==> src/rtl/video_pattern_source_if.sv <==
// AXI4-Stream video beat bundle: pixel data plus valid/ready handshake and framing flags.
interface video_pattern_source_if;
  logic [31:0] tdata;
  logic        tvalid;
  logic        tready;
  logic        tlast;
  logic        tuser;

  modport master (
    output tdata,
    output tvalid,
    output tlast,
    output tuser,
    input  tready
  );

  modport slave (
    input  tdata,
    input  tvalid,
    input  tlast,
    input  tuser,
    output tready
  );
endinterface

==> src/rtl/video_pattern_source.sv <==
// Self-timed AXI4-Stream test-pattern frame source (solid, ramp, colour bars, checker).
// Config is shadowed once per frame; all stream outputs come straight from flops.
module video_pattern_source #(
  parameter int unsigned MAXWIDTH  = 1280,
  parameter int unsigned MAXHEIGHT = 1024
) (
  input  logic                          m_axis_vid_aclk,
  input  logic                          reset,
  input  logic                          enable,
  input  logic [11:0]                   cfg_width,
  input  logic [11:0]                   cfg_height,
  input  logic [1:0]                    cfg_pattern,
  input  logic [23:0]                   cfg_color,
  video_pattern_source_if.master        m_axis_vid,
  output logic [15:0]                   frame_count,
  output logic                          busy
);

  localparam logic [11:0] MaxW = 12'(MAXWIDTH);
  localparam logic [11:0] MaxH = 12'(MAXHEIGHT);

  typedef enum logic [1:0] {StIdle, StLatch, StStream} state_e;

  state_e      state_q, state_d;
  logic [11:0] x_q, x_d, y_q, y_d;
  logic [11:0] w_q, w_d, h_q, h_d;
  logic [1:0]  pattern_q, pattern_d;
  logic [23:0] color_q, color_d;
  logic [31:0] tdata_q, tdata_d;
  logic        tvalid_q, tvalid_d;
  logic        tlast_q, tlast_d;
  logic        tuser_q, tuser_d;
  logic [15:0] frame_count_q, frame_count_d;
  logic        busy_q, busy_d;

  logic [11:0] w_clamp, h_clamp;
  logic [11:0] x_nxt, y_nxt;
  logic        last_x, last_y;

  // Pixel colour for a given beat position.
  function automatic logic [31:0] pixel_f(input logic [11:0] x, input logic [11:0] y,
                                          input logic [1:0] pat, input logic [23:0] col);
    logic [31:0] px;
    logic [2:0]  bar;
    px  = 32'h0;
    bar = x[9:7];
    case (pat)
      2'd0:    px = {8'h00, col};
      2'd1:    px = {8'h00, x[7:0], x[7:0], x[7:0]};
      2'd2:    px = {8'h00, {8{~bar[1]}}, {8{~bar[2]}}, {8{~bar[0]}}};
      default: px = (x[4] ^ y[4]) ? {8'h00, col} : 32'h0;
    endcase
    return px;
  endfunction

  // Zero-size requests become 1, oversize requests saturate at the maximum.
  always_comb begin
    w_clamp = (cfg_width == 12'd0) ? 12'd1 : ((cfg_width > MaxW) ? MaxW : cfg_width);
    h_clamp = (cfg_height == 12'd0) ? 12'd1 : ((cfg_height > MaxH) ? MaxH : cfg_height);
  end

  // Next-state: frame sequencing, raster position and next beat's registered outputs.
  always_comb begin
    state_d       = state_q;
    x_d           = x_q;
    y_d           = y_q;
    w_d           = w_q;
    h_d           = h_q;
    pattern_d     = pattern_q;
    color_d       = color_q;
    tdata_d       = tdata_q;
    tvalid_d      = tvalid_q;
    tlast_d       = tlast_q;
    tuser_d       = tuser_q;
    frame_count_d = frame_count_q;
    last_x        = (x_q == (w_q - 12'd1));
    last_y        = (y_q == (h_q - 12'd1));
    x_nxt         = last_x ? 12'd0 : (x_q + 12'd1);
    y_nxt         = last_x ? (y_q + 12'd1) : y_q;

    unique case (state_q)
      StIdle: begin
        tvalid_d = 1'b0;
        if (enable) state_d = StLatch;
      end
      StLatch: begin
        w_d       = w_clamp;
        h_d       = h_clamp;
        pattern_d = cfg_pattern;
        color_d   = cfg_color;
        x_d       = 12'd0;
        y_d       = 12'd0;
        tdata_d   = pixel_f(12'd0, 12'd0, cfg_pattern, cfg_color);
        tuser_d   = 1'b1;
        tlast_d   = (w_clamp == 12'd1);
        tvalid_d  = 1'b1;
        state_d   = StStream;
      end
      StStream: begin
        if (tvalid_q && m_axis_vid.tready) begin
          if (last_x && last_y) begin
            // Frame done: one idle beat (LATCH or IDLE) always follows.
            frame_count_d = frame_count_q + 16'd1;
            tvalid_d      = 1'b0;
            tuser_d       = 1'b0;
            tlast_d       = 1'b0;
            x_d           = 12'd0;
            y_d           = 12'd0;
            state_d       = enable ? StLatch : StIdle;
          end else begin
            x_d     = x_nxt;
            y_d     = y_nxt;
            tdata_d = pixel_f(x_nxt, y_nxt, pattern_q, color_q);
            tuser_d = (x_nxt == 12'd0) && (y_nxt == 12'd0);
            tlast_d = (x_nxt == (w_q - 12'd1));
          end
        end
      end
      default: state_d = StIdle;
    endcase

    busy_d = (state_d != StIdle);
  end

  // State and output registers with synchronous reset.
  always_ff @(posedge m_axis_vid_aclk) begin
    if (reset) begin
      state_q       <= StIdle;
      x_q           <= 12'd0;
      y_q           <= 12'd0;
      w_q           <= 12'd1;
      h_q           <= 12'd1;
      pattern_q     <= 2'd0;
      color_q       <= 24'h0;
      tdata_q       <= 32'h0;
      tvalid_q      <= 1'b0;
      tlast_q       <= 1'b0;
      tuser_q       <= 1'b0;
      frame_count_q <= 16'h0;
      busy_q        <= 1'b0;
    end else begin
      state_q       <= state_d;
      x_q           <= x_d;
      y_q           <= y_d;
      w_q           <= w_d;
      h_q           <= h_d;
      pattern_q     <= pattern_d;
      color_q       <= color_d;
      tdata_q       <= tdata_d;
      tvalid_q      <= tvalid_d;
      tlast_q       <= tlast_d;
      tuser_q       <= tuser_d;
      frame_count_q <= frame_count_d;
      busy_q        <= busy_d;
    end
  end

  assign m_axis_vid.tdata  = tdata_q;
  assign m_axis_vid.tvalid = tvalid_q;
  assign m_axis_vid.tlast  = tlast_q;
  assign m_axis_vid.tuser  = tuser_q;
  assign frame_count       = frame_count_q;
  assign busy              = busy_q;

endmodule

==> src/flat_wrapper.sv <==
// flat-port wrapper written by rule: the top's interface ports become plain ports
module video_pattern_source_flat 
#(
  parameter int unsigned MAXWIDTH  = 1280,
  parameter int unsigned MAXHEIGHT = 1024
)
  (m_axis_vid_aclk, reset, enable, cfg_width, cfg_height, cfg_pattern, cfg_color, frame_count, busy, m_axis_vid_tdata, m_axis_vid_tvalid, m_axis_vid_tlast, m_axis_vid_tuser, m_axis_vid_tready);
  video_pattern_source_if m_axis_vid_i ();
  input  logic m_axis_vid_aclk;
  input  logic reset;
  input  logic enable;
  input  logic [11:0] cfg_width;
  input  logic [11:0] cfg_height;
  input  logic [1:0] cfg_pattern;
  input  logic [23:0] cfg_color;
  output logic [15:0] frame_count;
  output logic busy;
  output wire logic [$bits(m_axis_vid_i.tdata)-1:0] m_axis_vid_tdata;
  output wire logic [$bits(m_axis_vid_i.tvalid)-1:0] m_axis_vid_tvalid;
  output wire logic [$bits(m_axis_vid_i.tlast)-1:0] m_axis_vid_tlast;
  output wire logic [$bits(m_axis_vid_i.tuser)-1:0] m_axis_vid_tuser;
  input wire logic [$bits(m_axis_vid_i.tready)-1:0] m_axis_vid_tready;
  assign m_axis_vid_tdata = m_axis_vid_i.tdata;
  assign m_axis_vid_tvalid = m_axis_vid_i.tvalid;
  assign m_axis_vid_tlast = m_axis_vid_i.tlast;
  assign m_axis_vid_tuser = m_axis_vid_i.tuser;
  assign m_axis_vid_i.tready = m_axis_vid_tready;
  video_pattern_source #(.MAXWIDTH(MAXWIDTH), .MAXHEIGHT(MAXHEIGHT)) u_core (.m_axis_vid_aclk(m_axis_vid_aclk), .reset(reset), .enable(enable), .cfg_width(cfg_width), .cfg_height(cfg_height), .cfg_pattern(cfg_pattern), .cfg_color(cfg_color), .m_axis_vid(m_axis_vid_i), .frame_count(frame_count), .busy(busy));
endmodule
==> config.mk <==
export PLATFORM = sky130hd
export DESIGN_NAME = video_pattern_source_flat
export DESIGN_NICKNAME = d
export VERILOG_FILES = /design/src/rtl/video_pattern_source_if.sv /design/src/rtl/video_pattern_source.sv /design/src/flat_wrapper.sv
export SDC_FILE = /design/constraint.sdc
export NUM_CORES = 1
export LEC_CHECK = 0
export ABC_AREA = 1
export CAP_MARGIN = 20
export CORE_ASPECT_RATIO = 1.2
export CORE_UTILIZATION = 40
export CTS_CLUSTER_SIZE = 10
export DETAILED_ROUTE_END_ITERATION = 16
export HOLD_SLACK_MARGIN = 0.15
export PLACE_DENSITY_LB_ADDON = 0.12
export REMOVE_ABC_BUFFERS = 1
export SLEW_MARGIN = 30
export SYNTH_ARGS = -nofsm -noshare
export SYNTH_HDL_FRONTEND = slang
export SYNTH_SLANG_ARGS = --single-unit
==> constraint.sdc <==
create_clock -name m_axis_vid_aclk -period 4 [get_ports m_axis_vid_aclk]
set_input_delay 0.8 -clock m_axis_vid_aclk [delete_from_list [all_inputs] [get_ports m_axis_vid_aclk]]
set_output_delay 0.8 -clock m_axis_vid_aclk [all_outputs]
set_load 0.01 [all_outputs]
==> impl_metrics.env <==
export IMPL_worstSetupPathType="flip-flop to flip-flop"
export IMPL_critPathMaxFanout=13
export IMPL_die_h_um=158
export IMPL_totalWireLength_mm=24.0
export IMPL_nFillCells=2086
export IMPL_p_leak_nw=4.24
export IMPL_clk_latency_ns=0.43
export IMPL_clk_pin_slew_ns=0.06
export IMPL_syn_area_per_cell_um2=5.96
export IMPL_finalCritPeriodShare_pct=80.8
export IMPL_hp_class="flip-flop to flip-flop"
export IMPL_seq_power_share_pct=32.8
export IMPL_synthCells=1368
export IMPL_yosysSeqAreaShare_pct=29.4
export IMPL_drc=0
export IMPL_cpMaxStageDelayCell="nor2_2"
export IMPL_grt_busiest_layer="met2"
export IMPL_placed_area_um2=9270
export IMPL_portBuffers=97
export IMPL_nets=1507
export IMPL_cp_data_required_time_ns=4.36
export IMPL_path_cells="inv_2 > ha_1 > nand2_4 > nor2_4 > nand2_2 > nand2_1 > nand2_1 > nand2_2 > nand2_4 > nor2_4 > nand2_2 > inv_1 > nor2_1 > nor2_2 > nor3_1 > o21ai_1 > nand2_1 > a21oi_1"
export IMPL_startpoint_type="flip-flop"
export IMPL_cts_tree="built"
export IMPL_synth_top_area_cell="dfxtp_1"
export IMPL_grt_pass1_wl_mm=39.9
export IMPL_post_route_min_period_ns=3.23
export IMPL_crit_family="simple AND/OR/NAND/NOR gates"
export IMPL_hold_ws_ns=0.453
export IMPL_antenna_found_initial=0
export IMPL_ioPinCount=106
export IMPL_drv_cap=0
export IMPL_status="finished clean"
export IMPL_grt_overflow_total=0
export IMPL_synth_edf_count=0
export IMPL_cts_root_buf="clkbuf_16"
export IMPL_core_um2=19800
export IMPL_cts_buffer_depth=2
export IMPL_design_area_um2=9870
export IMPL_grt_pass1_vias=8062
export IMPL_gp_congestion=0.905
export IMPL_numCtsBuffers=17
export IMPL_rows=56
export IMPL_relSlewSlack_pct=40.7
export IMPL_ys_flop_type="dfxtp_1"
export IMPL_cp_endpoint="u_core.m_axis_vid.tdata[12]"
export IMPL_internal_power_mw=2.71
export IMPL_worst_pin_slew_ns=0.888
export IMPL_rrSetupSlack_ns=0.77
export IMPL_timing_fmax_ghz=0.309
export IMPL_synth_cell_types=43
export IMPL_finClkSkew_ns=0.0122
export IMPL_fp_dieW_um=132
export IMPL_drive_above_1_share_pct=6.73
export IMPL_worstHoldStart="u_core.h_q[11]"
export IMPL_viasPerCell=4.95
export IMPL_utilization_pct=49.9
export IMPL_hold_buffers=0
export IMPL_grt_use_met2_pct=41.7
export IMPL_path_buf_inv=2
export IMPL_drt_initial_drc_count=530
export IMPL_endpoint_kind="flip-flop"
export IMPL_htree_levels=4
export IMPL_timing_rr_start="u_core.w_q[0]"
export IMPL_worst_ep_arrival_time_ns=3.59
export IMPL_setup_tns_ns=0
export IMPL_cts_sinks=120
export IMPL_area_delta_synth_final_pct=20.9
export IMPL_rsz0062_at_grt="false"
export IMPL_critical_path_max_stage_delay_ns=0.45
export IMPL_cts_setup_buffers=0
export IMPL_start_util_pct=41.3
export IMPL_grt_max_degree=63
export IMPL_hold_viol=0
export IMPL_die_area_um2=21000
export IMPL_ff2ff_path_depth=18
export IMPL_vias=8496
export IMPL_crit_start="u_core.w_q[0]"
export IMPL_setup_violations=0
export IMPL_drtAntennaViolNets=0
export IMPL_r2r_end="u_core.m_axis_vid.tdata[12]"
export IMPL_worst_path_stages=18
export IMPL_vdd_ir_drop_max_mv=0.318
export IMPL_p_comb_share_pct=30.0
export IMPL_grt_usage_pct=23.8
export IMPL_dp_hpwl_mm=17.2
export IMPL_power_switching_mw=1.53
export IMPL_power_density_nw_per_um2=429
export IMPL_drt_wirelength_per_cell_um=14.0
export IMPL_p_sw_share_pct=36.1
export IMPL_cts_resized=0
export IMPL_synth_top_area_share_pct=29.4
export IMPL_grtUsageMet1_pct=28.8
export IMPL_slew_viol_final=0
export IMPL_grt_use_met3_pct=3.98
export IMPL_synth_cell_area_um2=8160
export IMPL_diodes=0
export IMPL_async_flop_share_pct=0
export IMPL_power_share_clock_pct=37.3
export IMPL_yosys_warnings=0
export IMPL_synth_area_leaders="dfxtp_1 (29%), nand2_1 (18%), nor2_1 (8.6%)"
export IMPL_ys_seq_elements=120
export IMPL_first_pass_iters=5
[sequential cells by signal, summed over array words and instances, names as in the netlist]
register / cells
u_core.w_q: 12
u_core.state_q: 2
u_core.color_q: 24
u_core.frame_count: 16
u_core.m_axis_vid.tuser: 1
u_core.busy: 1
u_core.pattern_q: 2
u_core.m_axis_vid.tdata: 24
u_core.m_axis_vid.tvalid: 1
u_core.m_axis_vid.tlast: 1
u_core.x_q: 12
u_core.y_q: 12
u_core.h_q: 12
[cells in the final DEF, fill, tap and decap left out, types with 4 or more instances in the layout]
cell,instances
nand2_1,397
nor2_1,187
inv_1,161
dfxtp_1,120
a21oi_1,102
clkdlybuf4s50_1,96
nand3_1,79
o21ai_0,65
nor3_1,38
o21ai_1,24
xor2_1,19
clkbuf_16,17
nand4_1,15
buf_4,14
a21oi_2,11
nor2_4,10
ha_1,9
nand3b_1,8
conb_1,8
nand2_2,7
xnor2_1,7
inv_2,6
or2_2,6
nor4_1,6
clkinv_4,5
inv_6,4
[power by group through the flow]
stage | Clock [mW] | Combinational (mW) | Sequential (mW)
global route | 1.65 | 1.43 | 1.40
floorplan | 0 | 0.807 | 1.42
finish | 1.58 | 1.27 | 1.39
CTS | 1.60 | 1.27 | 1.39
detailed placement | 0 | 1.27 | 1.41
global placement | 0 | 1.26 | 1.41
[cell type report]
type,count,area (um2),share of cell area [%]
tap,261,327,3.31
multi-input combinational,1026,4840,49.1
clock inverter,15,168,1.70
inverter,168,631,6.39
timing repair buffer,111,1070,10.9
sequential,120,2400,24.3
clock buffer,17,425,4.31
[metrics by stage]
step | worst slack [ns] | instances | power [mW]
2_1_floorplan | 1.02 | 1314 | 2.23
3_3_place_gp | 0.760 | 1686 | 2.68
3_5_place_dp | 0.801 | 1686 | 2.68
4_1_cts | 0.800 | 1718 | 4.26
5_1_grt | 0.438 | 1718 | 4.49
6_report | 0.766 | 1718 | 4.24
[cell usage after synthesis, types with 3 or more instances]
master,number
or2_2,6
o21ai_0,65
nand2_2,7
nor2_4,10
nor2_1,187
nand2_4,3
a21oi_2,11
o21ai_1,24
nor3b_1,3
nor4_1,6
clkbuf_1,36
nand2_1,397
nor3_1,38
ha_1,9
nand4_1,15
dfxtp_1,120
nand3b_1,8
inv_2,5
buf_4,9
a21oi_1,102
nor2_2,3
buf_6,7
xnor2_1,7
buf_2,9
inv_1,161
xor2_1,19
nand3_1,79
[worst min-delay path by stage]
stage	cells past startpoint	slack, ns	endpoint
floorplan	2	0.43	u_core.h_q[11]
global placement	2	0.44	u_core.h_q[11]
detailed placement	2	0.44	u_core.h_q[11]
CTS	2	0.45	u_core.h_q[11]
global route	2	0.48	u_core.h_q[11]
finish	2	0.45	u_core.h_q[11]
[routing by layer]
| metal | part of all wire (%) | vias up |
|---|---|---|
| met5 | 0 | - |
| li1 | - | 4482 |
| met4 | 3.0 | 0 |
| met3 | 4.1 | 48 |
| met2 | 47 | 187 |
| met1 | 45 | 3779 |
[worst reg2reg max path: cells and delay by family, from the launching register on]
family / cells / cell delay (ns)
buffers and inverters: 2 / 0.30
adder cells (fa/ha/maj): 1 / 0.43
AND/OR/NAND/NOR: 13 / 1.87
AO/OA/AOI/OAI: 2 / 0.23
flip-flops: 1 / 0.33
[cells by family after synthesis]
| group | Yosys count | synth area share [%] |
|---|---|---|
| other | 1 | 0.0460 |
| buffers and inverters | 229 | 11.7 |
| xor gates and xnor gates | 26 | 2.79 |
| and+or+nand+nor | 765 | 40.1 |
| adders and majority gates | 9 | 1.38 |
| DFF | 120 | 29.4 |
| AOI/OAI and AO/OA | 218 | 14.5 |
No activity file was read; power rests on OpenSTA's default activity.
